[config.mk]
export PLATFORM = sky130hd
export DESIGN_NAME = frame_scan_controller
export DESIGN_NICKNAME = d
export VERILOG_FILES = /design/src/rtl/face_detect_pkg.sv /design/src/rtl/frame_scan_controller_raster_counter.sv /design/src/rtl/frame_scan_controller.sv
export SDC_FILE = /design/constraint.sdc
export NUM_CORES = 1
export LEC_CHECK = 0
export CAP_MARGIN = 20
export CORE_ASPECT_RATIO = 1.4
export CORE_MARGIN = 4
export CORE_UTILIZATION = 55
export CTS_CLUSTER_SIZE = 12
export DETAILED_ROUTE_END_ITERATION = 7
export PLACE_DENSITY = 0.92
export SYNTH_ARGS = -nofsm -noshare
export SYNTH_HDL_FRONTEND = slang
export SYNTH_SLANG_ARGS = --single-unit
export TNS_END_PERCENT = 1
[constraint.sdc]
create_clock -name clk_os -period 6.2 [get_ports clk_os]
set_input_delay 0.62 -clock clk_os [delete_from_list [all_inputs] [get_ports clk_os]]
set_output_delay 0.62 -clock clk_os [all_outputs]
set_load 0.05 [all_outputs]
[src/rtl/face_detect_pkg.sv]
// Shared definitions for the face detection pixel path: default widths,
// frame geometry and the scan controller state encoding.
package face_detect_pkg;

  localparam int DATA_WIDTH_DEF      = 12;
  localparam int COUNT_WIDTH_DEF     = 16;
  localparam int FRAME_WIDTH_DEF     = 100;
  localparam int FRAME_HEIGHT_DEF    = 24;
  localparam int INTEGRAL_LENGTH_DEF = 24;

  typedef enum logic [1:0] {
    ST_IDLE   = 2'd0,
    ST_STREAM = 2'd1,
    ST_DRAIN  = 2'd2,
    ST_DONE   = 2'd3
  } scan_state_e;

endpackage

[src/rtl/frame_scan_controller_raster_counter.sv]
// Raster-order x/y coordinate counter with wrap and last-pixel flag.
// Reusable for any frame size, including resized frames.
module raster_counter #(
  parameter int WIDTH = 12,
  parameter int COLS  = 100,
  parameter int ROWS  = 24
) (
  input  logic             clk_i,
  input  logic             rst_i,
  input  logic             advance_i,
  output logic [WIDTH-1:0] x_o,
  output logic [WIDTH-1:0] y_o,
  output logic             last_o
);

  localparam logic [WIDTH-1:0] X_LAST = WIDTH'(COLS - 1);
  localparam logic [WIDTH-1:0] Y_LAST = WIDTH'(ROWS - 1);

  logic [WIDTH-1:0] x_q, x_d;
  logic [WIDTH-1:0] y_q, y_d;

  always_comb begin
    x_d = x_q;
    y_d = y_q;
    if (advance_i) begin
      if (x_q == X_LAST) begin
        x_d = '0;
        y_d = (y_q == Y_LAST) ? '0 : y_q + 1'b1;
      end else begin
        x_d = x_q + 1'b1;
      end
    end
  end

  always_ff @(posedge clk_i or posedge rst_i) begin
    if (rst_i) begin
      x_q <= '0;
      y_q <= '0;
    end else begin
      x_q <= x_d;
      y_q <= y_d;
    end
  end

  assign x_o    = x_q;
  assign y_o    = y_q;
  assign last_o = (x_q == X_LAST) && (y_q == Y_LAST);

endmodule

[src/rtl/frame_scan_controller.sv]
// Feeds the camera pixel stream to the integral/line-buffer datapath one
// pixel per request, tagging raster coordinates and holding frame end until evaluation drains.
module frame_scan_controller
  import face_detect_pkg::*;
#(
  parameter int FRAME_WIDTH     = FRAME_WIDTH_DEF,
  parameter int FRAME_HEIGHT    = FRAME_HEIGHT_DEF,
  parameter int DATA_WIDTH      = DATA_WIDTH_DEF,
  parameter int INTEGRAL_LENGTH = INTEGRAL_LENGTH_DEF,
  parameter int COUNT_WIDTH     = COUNT_WIDTH_DEF
) (
  input  logic                   clk_os,
  input  logic                   reset_fpga,
  input  logic                   i_enable,
  input  logic                   i_src_valid,
  input  logic [DATA_WIDTH-1:0]  i_src_pixel,
  output logic                   o_src_ready,
  input  logic                   i_pixel_request,
  output logic [DATA_WIDTH-1:0]  o_pixel,
  output logic                   o_pixel_valid,
  output logic [DATA_WIDTH-1:0]  o_x,
  output logic [DATA_WIDTH-1:0]  o_y,
  output logic                   o_window_ready,
  input  logic                   i_eval_busy,
  input  logic                   i_candidate,
  output logic                   o_frame_start,
  output logic                   o_frame_end,
  output logic [COUNT_WIDTH-1:0] o_frame_count,
  output logic [COUNT_WIDTH-1:0] o_candidate_count,
  output logic                   o_starve,
  output logic [1:0]             o_state
);

  localparam logic [DATA_WIDTH-1:0] WIN_MIN = DATA_WIDTH'(INTEGRAL_LENGTH - 1);

  scan_state_e            state_q;
  logic                   pixel_valid_q, window_ready_q, frame_end_q, starve_q;
  logic [DATA_WIDTH-1:0]  pixel_q, x_q, y_q;
  logic [COUNT_WIDTH-1:0] frame_count_q, cand_count_q;
  logic [DATA_WIDTH-1:0]  cnt_x, cnt_y;
  logic                   cnt_last, streaming, transfer, frame_start, window_d;

  // Handshake: a pixel moves when o_src_ready and i_src_valid are both high
  // on a rising clk_os; o_src_ready simply mirrors the request while streaming.
  assign streaming   = (state_q == ST_STREAM);
  assign o_src_ready = streaming & i_pixel_request;
  assign transfer    = o_src_ready & i_src_valid;
  assign window_d    = (cnt_x >= WIN_MIN) && (cnt_y >= WIN_MIN);
  assign frame_start = pixel_valid_q && (x_q == '0) && (y_q == '0);

  raster_counter #(
    .WIDTH (DATA_WIDTH),
    .COLS  (FRAME_WIDTH),
    .ROWS  (FRAME_HEIGHT)
  ) u_raster (
    .clk_i     (clk_os),
    .rst_i     (reset_fpga),
    .advance_i (transfer),
    .x_o       (cnt_x),
    .y_o       (cnt_y),
    .last_o    (cnt_last)
  );

  always_ff @(posedge clk_os or posedge reset_fpga) begin
    if (reset_fpga) begin
      state_q       <= ST_IDLE;
      frame_end_q   <= 1'b0;
      frame_count_q <= '0;
    end else begin
      frame_end_q <= 1'b0;
      case (state_q)
        ST_IDLE:   if (i_enable) state_q <= ST_STREAM;
        ST_STREAM: if (transfer && cnt_last) state_q <= ST_DRAIN;
        ST_DRAIN: begin
          // The last pixel strobe must leave the output stage before evaluation can be trusted idle.
          if (!i_eval_busy && !pixel_valid_q) begin
            state_q       <= ST_DONE;
            frame_end_q   <= 1'b1;
            frame_count_q <= frame_count_q + 1'b1;
          end
        end
        ST_DONE:   state_q <= i_enable ? ST_STREAM : ST_IDLE;
        default:   state_q <= ST_IDLE;
      endcase
    end
  end

  always_ff @(posedge clk_os or posedge reset_fpga) begin
    if (reset_fpga) begin
      pixel_valid_q  <= 1'b0;
      window_ready_q <= 1'b0;
      pixel_q        <= '0;
      x_q            <= '0;
      y_q            <= '0;
      starve_q       <= 1'b0;
      cand_count_q   <= '0;
    end else begin
      pixel_valid_q  <= transfer;
      window_ready_q <= transfer & window_d;
      if (transfer) begin
        pixel_q <= i_src_pixel;
        x_q     <= cnt_x;
        y_q     <= cnt_y;
      end
      if (streaming && i_pixel_request && !i_src_valid) starve_q <= 1'b1;
      if (frame_start) begin
        cand_count_q <= {{(COUNT_WIDTH-1){1'b0}}, i_candidate};
      end else if (i_candidate && (cand_count_q != '1)) begin
        cand_count_q <= cand_count_q + 1'b1;
      end
    end
  end

  assign o_pixel           = pixel_q;
  assign o_pixel_valid     = pixel_valid_q;
  assign o_x               = x_q;
  assign o_y               = y_q;
  assign o_window_ready    = window_ready_q;
  assign o_frame_start     = frame_start;
  assign o_frame_end       = frame_end_q;
  assign o_frame_count     = frame_count_q;
  assign o_candidate_count = cand_count_q;
  assign o_starve          = starve_q;
  assign o_state           = state_q;

endmodule

==> impl_results.md, run 1 <==
* Area after DPL at ~5700 um2
* Worst-skew pair later-pin latency at between 300 and 400 ps
* Synth unique cells at 54
* Top cell type's share of synthesized area at 0.5283
* Leakage at around 2.7 nW
* Largest stage delay, worst path at about 770 ps
* Seq/Total Area, Yosys at 0.5283
* Count of final setup violators at 0
* First DRT Iteration DRCs at about 350
* Clock transition at path regs at about 70 ps
* DR vias/cell at ~6
* Synth-to-layout area growth at 28.73%
* Crit. End Element: flop
* Diodes inserted at 0
* Die W at roughly 86 um
* Cell family with the largest share of critical-path delay: simple AND/OR/NAND/NOR gates
* Cell with the most instances after synthesis: nand2_1
* Vias at between 4,000 and 5,000
* Initial antenna violation count at 0
* Worst hold path type: reg -> reg
* Post-route DRC at 0
* Total negative slack at 0 ps
* Top post-synthesis cells by count: nand2_1, dfrtp_1, xor2_1
* EDFF count, synth at 0
* Dominant synthesized flop cell: dfrtp_1
* Crit path DAT at approximately 3800 ps
* Setup Crit Path Kind: reg -> reg
* Die area at around 10000 um2
* Slowest CP cell: inv_2
* Area occupied by multi-input gates at a little over 2000 um2
* Final Critical Period at 3482 ps
* Worst Path Required at between 6000 and 7000 ps
* Layout net count at 595
* Final Power at 2.390 mW
* Antenna Nets Post-Route at 0
* Worst path bufs/invs at 2
* I/O Pins at 95
* Asr flop ratio synth at 1.000
* Die Y at roughly 120 um
* Total CTS buffers at 9
* RSZ-0062 raised after global routing: no
* Root buf cell: clkbuf_16
* Syn Area/Cell at ~10 um2
* Area leader, netlist: dfrtp_1
* Clock skew at about 5.7 ps
* # hold bufs at CTS at 0
* Initial Utilization at 0.5662
* # Post-CTS Setup Buffers at 0
* YS warnings at 0
* Clk sinks at 98
* Core area at 8198 um2
* Synth top area cells: dfrtp_1, nand2_1, xor2_1
* Seq. cell area at ~2500 um2
* Synth Cell Area at 4642 um2
* Final core utilization at 0.7289
* First-pass GRT wire length at roughly 20,000 um
* Relative slew slack at 0.3795
* Slew @ Worst Pin at ~930 ps
* HPWL after detailed placement at roughly 8000 um
* Fillcell total at about 520
* Final instance area at about 6000 um2
* Port Buffer Count at 94
* Cells after synthesis at 475
* Cell breakdown of the critical path: inv_1 > ha_1 > and2_2 > nand2_2 > inv_2 > nand4_1 > or4_1 > nand2_1
* Worst setup SP type: flop
* P per Cell Area at around 400 nW/um2
* Initial DRT Pass Iterations at 7
* Largest net degree at the start of global routing at 77
* Max-cap violations at 0
* Fmax achieved at 287.2 MHz
* DR WL/cell at approximately 18 um
* Routability cong. at 0.8827
* Rows at 39
* H-tree depth at 3
* Critical Path Fanout Max at 45
* Fin crit share at 0.5615
* Maximum VDD drop at a little over 300 uV
* Final hold vios at 0
* TritonCTS clock tree: yes
* Post-Route WL at 12,370 um
* Outcome: complete, no violations
* Fin. max-slew vios at 0
* FF+latch count, synth at between 90 and 100
* Syn nets at 502
* # resized after CTS at 0
* Number of global-route vias before repair at approximately 4,100
* Gr usage total at 0.2583
* CTS max path bufs at 2
* Fraction of layout cells with a size suffix above 1 at 0.06294
* Total grt overflow at 0
## report_power, final
part	switching, mW	internal [mW]	leakage [nW]
clock network	0.235	0.374	0.156
registers	0.134	0.751	1.29
logic	0.595	0.301	1.30
total	0.964	1.43	2.75
## path summary, 6_finish.rpt
check,startpoint,endpoint,slack [ps],cells after the start
worst max-delay path,o_state[1],u_raster.y_o[3],2720,8
worst min-delay path,o_starve,o_starve,470,1
worst max register to register,o_state[1],u_raster.y_o[3],2720,8
worst min register to register,o_starve,o_starve,470,1
max in group asynchronous,reset_fpga,o_x[7],4380,3
min in group asynchronous,reset_fpga,o_frame_count[15],590,2
## cells by family after synthesis
family,after synthesis,share of synthesized area
simple gates,251,0.2749
flops,98,0.5283
compound gates,50,0.06982
xor+xnor,35,0.06604
buf+inv,28,0.02776
fa+ha+maj,8,0.02156
mux,5,0.01159
## registers in the layout, indices dropped and copies added (netlist names)
| register | flops |
|---|---|
| u_raster.x_o | 12 |
| o_candidate_count | 16 |
| o_pixel | 12 |
| u_raster.y_o | 12 |
| o_y | 12 |
| o_frame_count | 16 |
| o_pixel_valid | 1 |
| o_frame_end | 1 |
| o_starve | 1 |
| o_x | 12 |
| o_window_ready | 1 |
| o_state | 2 |
## layer usage
metal / share of wire / global-route usage
met1: 0.37 / 0.2961
met4: 0.039 / 0.1373
met2: 0.54 / 0.4533
met5: 0 / 0
met3: 0.060 / 0.05293
## worst register-to-register path: stages (launching register included)
cell	delay (ps)
dfrtp_1	470
inv_1	120
ha_1	230
and2_2	200
nand2_2	430
inv_2	790
nand4_1	460
or4_1	620
nand2_1	110
## cells in the final DEF, fill, tap and decap left out, types with 3 or more instances in the layout
master / count
nor3_1: 13
or4_1: 5
clkbuf_16: 9
a211oi_1: 5
a21oi_1: 13
xor2_1: 21
buf_4: 3
dfrtp_1: 98
and4_1: 10
o31ai_1: 6
o21ai_0: 14
nor4_1: 7
inv_1: 11
nor2_1: 18
ha_1: 8
or2_2: 3
nand2_1: 129
xnor2_1: 14
nor2b_1: 3
mux2_2: 3
nand4_1: 18
nand3_1: 19
or3_1: 5
clkdlybuf4s50_1: 94
and2_1: 5
## per-stage QoR
stage,instances,setup WS (ps),hold slack [ps]
after floorplan,475,3018,476.4
after global placement,659,2640,447.0
after detailed placement,659,2606,456.8
after CTS,674,2782,474.9
after global routing,674,2437,510.7
final,674,2718,470.6
## layout make-up
type | count | share of cell area
multi-input cells | 349 | 0.3448
clock buffers | 13 | 0.04355
inverters | 13 | 0.008585
repair buffers | 97 | 0.1612
clock inverters | 2 | 0.01005
well taps | 102 | 0.02136
flip-flops and latches | 98 | 0.4104
(Power assumes the default switching activity.)
==> run 2, diff against run 1 <==
--- a/config.mk
+++ b/config.mk
@@ -8,10 +8,10 @@
 export CAP_MARGIN = 20
 export CORE_ASPECT_RATIO = 1.4
 export CORE_MARGIN = 4
-export CORE_UTILIZATION = 55
+export CORE_UTILIZATION = 51
 export CTS_CLUSTER_SIZE = 12
 export DETAILED_ROUTE_END_ITERATION = 7
-export PLACE_DENSITY = 0.92
+export PLACE_DENSITY = 0.86
 export SYNTH_ARGS = -nofsm -noshare
 export SYNTH_HDL_FRONTEND = slang
 export SYNTH_SLANG_ARGS = --single-unit
==> constraint.sdc (replaced) <==
create_clock -name clk_os -period 3.3 [get_ports clk_os]
set_input_delay 0.33 -clock clk_os [delete_from_list [all_inputs] [get_ports clk_os]]
set_output_delay 0.33 -clock clk_os [all_outputs]
set_load 0.05 [all_outputs]
==> run 2 against run 1 <==
  * Critical path depth shrank 4
  * Via count shrank 2.4%
  * First-iteration DRC count down 21%
  * Critical path type is now reg -> out
  * Combinational power increased by 88%
  * Flip-flop and latch count unchanged
  * Design area down 0.15%
  * Worst setup slack worse by 2100 ps
  * Largest cell class unchanged
  * Critical endpoint is now o_frame_start
  * Sequential share of layout area grew 0.060 points
  * Clock-buffer cell count unchanged
  * Core utilization down 4.4 points
==> impl_results.md, run 2 (same netlist as run 1, synthesis figures left out) <==
* Fmax achieved at approximately 370 MHz
* Die area at 10,710 um2 (+7.2%)
* Most frequent cells in the layout: nand2_1, dfrtp_1, clkdlybuf4s50_1, xor2_1, nand3_1
* First DRT Iteration DRCs at 281 (-21%)
* Layout net count at 597 (+0.34%)
* Relative slew slack at 0.4708 (+0.09134)
* Clock skew at 8.745 ps (+3.007 ps)
* Crit. End Element: output port
* Worst path bufs/invs at 1 (-1)
* Rows at 40 (+2.6%)
* Final Critical Period at about 2700 ps
* WP depth at 4 (-4)
* I/O Pins at 95 (unchanged)
* First-pass GRT wire length at 18,980 um (-4.9%)
* Leakage at 2.742 nW (-0.15%)
* Root buf cell: clkbuf_16
* Fin. max-slew vios at 0 (unchanged)
* Worst setup SP type: flop
* Total CTS buffers at 9 (unchanged)
* Cell breakdown of the critical path: nor4b_1 > nand3_1 > nor2_1 > clkdlybuf4s50_1
* Sw frac at 0.4046 (+0.001195)
* Max-cap violations at 0 (unchanged)
* # hold bufs at CTS at 0 (unchanged)
* Total negative slack at 0 ps (unchanged)
* Antenna Nets Post-Route at 0 (unchanged)
* Diodes inserted at 0 (unchanged)
* Psw at 1.746 mW (+81%)
* Slew @ Worst Pin at 785.2 ps (-145.6 ps)
* Clock transition at path regs at 60 ps (about the same)
* Routability cong. at 0.8785 (-0.48%)
* R2R cell count at 8 (unchanged)
* Commonest non-fill, non-tap cell in the layout: nand2_1
* Maximum VDD drop at 482.8 uV (+57%)
* RSZ-0062 raised after global routing: no
* Pint at 2.569 mW (+80%)
* Fraction of layout cells with a size suffix above 1 at 0.06435 (+0.001411)
* TritonCTS clock tree: yes
* Core area at 8708 um2 (+6.2%)
* Area occupied by multi-input gates at 2061 um2 (unchanged)
* Vias at 3,962 (-2.4%)
* Fillcell total at 674 (+29%)
* H-tree depth at 3 (unchanged)
* # resized after CTS at 0 (unchanged)
* Synth-to-layout area growth at 28.54%
* Gr usage total at 0.2240 (-0.03427)
* Cell family with the largest share of critical-path delay: buffers and inverters
* Initial DRT Pass Iterations at 6 (-1)
* Critical Path Fanout Max at 4 (-91%)
* Worst hold path type: in -> async
* Crit path DAT at 2360 ps (-1410 ps)
* Initial antenna violation count at 0 (unchanged)
* Setup Crit Path Kind: reg -> out
* Count of final setup violators at 0 (unchanged)
* Power share of the clock group at 0.231 (-0.024)
* DR vias/cell at 5.826 (-3.2%)
* Sequential share of power at 0.380 (+0.010)
* Number of global-route vias before repair at 3,970 (-2.7%)
* Slowest CP cell: clkdlybuf4s50_1
* Worst-skew pair later-pin latency at 340 ps (about the same)
* Port Buffer Count at 94 (unchanged)
* CTS max path bufs at 2 (unchanged)
* HPWL after detailed placement at 8272 um (+1.1%)
* Die Y at 120.9 um (+3.6%)
* Largest net degree at the start of global routing at 56 (-27%)
* DR WL/cell at 16.73 um (-8.9%)
* Hold Slack at 415.6 ps (-55.01 ps)
* Logic pwr share at 0.389 (+0.014)
* Final Power at 4.315 mW (+81%)
* Outcome: complete, no violations
* Final hold vios at 0 (unchanged)
* Clk sinks at 98 (unchanged)
* Largest stage delay, worst path at 840 ps (+70 ps)
* P per Cell Area at 723.2 nW/um2 (+81%)
* Seq. cell area at 2452 um2 (unchanged)
* Worst Path Required at 2970 ps (-3510 ps)
* Die W at 88.63 um (+3.5%)
* Post-route DRC at 0 (unchanged)
* Initial Utilization at 0.5330 (-0.03319)
* Total grt overflow at 0 (unchanged)
* Post-Route WL at 11,380 um (-8.0%)
* Fin crit share at 0.8149
* # Post-CTS Setup Buffers at 0 (unchanged)
## run 2: per-stage QoR
step	std cells	worst slack (ps)	utilization	instance area, um2
3_5_place_dp	664	923.5	0.6530	5687
3_3_place_gp	664	912.3	0.6530	5687
6_report	680	610.8	0.6852	5967
2_1_floorplan	475	407.9	-	4642
5_1_grt	680	510.0	0.6852	5967
4_1_cts	680	600.0	0.6852	5967
## run 2: final timing paths
kind	slack, ps	end	startpoint
max	610	o_frame_start	o_pixel_valid
min	420	o_y[5]	reset_fpga
max reg2reg	900	u_raster.y_o[3]	o_state[1]
min reg2reg	460	o_starve	o_starve
max in group asynchronous	2210	o_pixel[11]	reset_fpga
min in group clk_os	460	o_starve	o_starve
## run 2: final cells by class
type,count,area share
Tap cell,105,0.02202
Inverter,13,0.008597
Multi-Input combinational cell,349,0.3454
Clock buffer,13,0.04026
Timing Repair Buffer,99,0.1661
Sequential cell,98,0.4110
Clock inverter,3,0.006710
## run 2: power by group through the flow
| stage | combinational (mW) | sequential [mW] | clock, mW |
|---|---|---|---|
| 4_1_cts | 1.69 | 1.64 | 1.02 |
| 2_1_floorplan | 0.468 | 2.28 | 0 |
| 3_5_place_dp | 1.68 | 1.66 | 0 |
| 3_3_place_gp | 1.64 | 1.64 | 0 |
| 5_1_grt | 1.78 | 1.67 | 1.08 |
| 6_report | 1.68 | 1.64 | 0.999 |
## run 2: layer usage
layer / vias up / GRT usage / wire [um]
met5: - / 0 / 0
met4: 0 / 0.08318 / 325
met3: 29 / 0.04076 / 681
met2: 130 / 0.3773 / 6075
met1: 1965 / 0.2828 / 4294
li1: 1838 / - / -
==> run 3, diff against run 2 <==
--- a/config.mk
+++ b/config.mk
@@ -8,10 +8,10 @@
 export CAP_MARGIN = 20
 export CORE_ASPECT_RATIO = 1.4
 export CORE_MARGIN = 4
-export CORE_UTILIZATION = 51
+export CORE_UTILIZATION = 46
 export CTS_CLUSTER_SIZE = 12
 export DETAILED_ROUTE_END_ITERATION = 7
-export PLACE_DENSITY = 0.86
+export PLACE_DENSITY = 0.83
 export SYNTH_ARGS = -nofsm -noshare
 export SYNTH_HDL_FRONTEND = slang
 export SYNTH_SLANG_ARGS = --single-unit
==> constraint.sdc (replaced) <==
create_clock -name clk_os -period 2.3 [get_ports clk_os]
set_input_delay 0.23 -clock clk_os [delete_from_list [all_inputs] [get_ports clk_os]]
set_output_delay 0.23 -clock clk_os [all_outputs]
set_load 0.05 [all_outputs]
==> run 3 against run 2 <==
  * Global-route usage fell by 2.1 points
  * Clock power increased by 75%
  * Combinational power up 46%
  * Critical path depth grew 1
  * Largest cell class unchanged
  * Worst setup slack got worse by 420 ps
  * Register-to-register slack worse by 710 ps
  * Core utilization down 6.3 points
  * First-iteration DRC count shrank 22%
  * Critical endpoint is now u_raster.y_o[10]
  * Non-clock buffer count up 8
  * Routed wire length is 0.25% higher
==> impl_results.md, run 3 (same netlist as run 1, synthesis figures left out) <==
* Slew @ Worst Pin at 569.0 ps (-216.2 ps)
* Die Y at 126.9 um (+4.9%)
* P per Cell Area at 1062 nW/um2 (+47%)
* Setup WS pre-CTS at 198.2 ps (-725.3 ps)
* Critical Path Fanout Max at 9 (+5)
* Commonest non-fill, non-tap cell in the layout: nand2_1
* Crit. End Element: flop
* # Post-CTS Setup Buffers at 0 (unchanged)
* I/O Pins at 95 (unchanged)
* Outcome: complete, no violations
* Worst R2R Setup Slack at 190 ps (-710 ps)
* Routability cong. at 0.9387 (+6.9%)
* Number of global-route vias before repair at 3,978 (+0.20%)
* Relative slew slack at 0.6199 (+0.1491)
* Final core utilization at 0.6225 (-0.06273)
* Largest net degree at the start of global routing at 51 (-8.9%)
* Final Critical Period at between 2000 and 2500 ps
* Initial antenna violation count at 0 (unchanged)
* Vias at 3,921 (-1.0%)
* Antenna Nets Post-Route at 0 (unchanged)
* Crit path DAT at 2370 ps (about the same)
* Worst-skew pair later-pin latency at 340 ps (about the same)
* Fraction of layout cells with a size suffix above 1 at 0.08919 (+0.02485)
* First-pass GRT wire length at 19,360 um (+2.0%)
* Diodes inserted at 0 (unchanged)
* Most frequent cells in the layout: nand2_1, dfrtp_1, clkdlybuf4s50_1, xor2_1, nand3_1
* Final WS setup at 190.1 ps (-420.7 ps)
* Maximum VDD drop at 445.8 uV (-7.7%)
* First DRT Iteration DRCs at 220 (-22%)
* Leakage at 2.815 nW (+2.6%)
* Final Power at 6.541 mW (+52%)
* Hold Slack at 303.8 ps (-111.8 ps)
* Area after DPL at 5793 um2 (+1.9%)
* Layout net count at 605 (+1.3%)
* TritonCTS clock tree: yes
* Fin. max-slew vios at 0 (unchanged)
* H-tree depth at 3 (unchanged)
* Rows at 43 (+7.5%)
* RSZ-0062 raised after global routing: no
* Root buf cell: clkbuf_16
* Core area at 9899 um2 (+14%)
* Clock skew at 6.994 ps (-1.750 ps)
* Port Buffer Count at 94 (unchanged)
* Worst setup SP type: flop
* Post-route DRC at 0 (unchanged)
* Total grt overflow at 0 (unchanged)
* Clk sinks at 98 (unchanged)
* Final Non-Filler Cells at 718 (+5.6%)
* Cells after DPL at 702 (+5.7%)
* Die W at 92.90 um (+4.8%)
* Gr usage total at 0.2035 (-0.02055)
* Synth-to-layout area growth at 32.75%
* Initial Utilization at 0.4689 (-0.06414)
* Setup Crit Path Kind: reg -> reg
* # resized after CTS at 0 (unchanged)
* Initial DRT Pass Iterations at 4 (-2)
* Final hold vios at 0 (unchanged)
* Worst hold path type: in -> async
* Fin crit share at 0.9174
* DR vias/cell at 5.461 (-6.3%)
* Max-cap violations at 0 (unchanged)
* Count of final setup violators at 0 (unchanged)
* Total CTS buffers at 9 (unchanged)
* HPWL after detailed placement at 8183 um (-1.1%)
* Die area at 11,790 um2 (+10%)
* # hold bufs at CTS at 0 (unchanged)
* CTS max path bufs at 2 (unchanged)
* Post-Route WL at 11,400 um (+0.25%)
* Clock transition at path regs at 70 ps (about the same)
* Worst Path Required at 2560 ps (-410 ps)
* Total negative slack at 0 ps (unchanged)
* DR WL/cell at 15.88 um (-5.1%)
* Fmax achieved at around 470 MHz
* Final instance area at 6162 um2 (+3.3%)
[run 3: critical path: stages, from the launching register on]
cell,delay [ps]
dfrtp_1,390
ha_1,280
nor4b_4,400
nand4_4,220
or4b_1,560
mux2i_1,170
[run 3: layout make-up]
class	count	area [um2]
sequential	98	2452
clock buffer	12	256.5
fill	810	3737
timing repair buffer	107	1059
inverter	13	55.05
tap	135	168.9
multi-input combinational	349	2073
clock inverter	4	97.59
[run 3: metal layers]
layer	vias to the layer above	track usage	routed length (um)
li1	1866	-	-
met1	1906	0.2388	4437
met2	126	0.3615	6105
met3	23	0.03499	561
met4	0	0.08887	299
met5	-	0	0
[run 3: power by group]
part	leakage [nW]	total (mW)	switching (mW)	internal [mW]
combinational	1.36	2.45	1.60	0.845
clock	0.169	1.75	0.627	1.12
sequential	1.29	2.35	0.320	2.03
total	2.81	6.54	2.55	3.99
[run 3: path summary, 6_finish.rpt]
path / endpoint / start / cells past startpoint
min in group clk_os: o_pixel[5] / i_src_pixel[5] / 3
max reg2reg: u_raster.y_o[10] / u_raster.x_o[0] / 5
max: u_raster.y_o[10] / u_raster.x_o[0] / 5
min: o_frame_count[15] / reset_fpga / 2
max in group asynchronous: o_candidate_count[9] / reset_fpga / 3
min reg2reg: o_frame_count[15] / o_frame_count[15] / 1
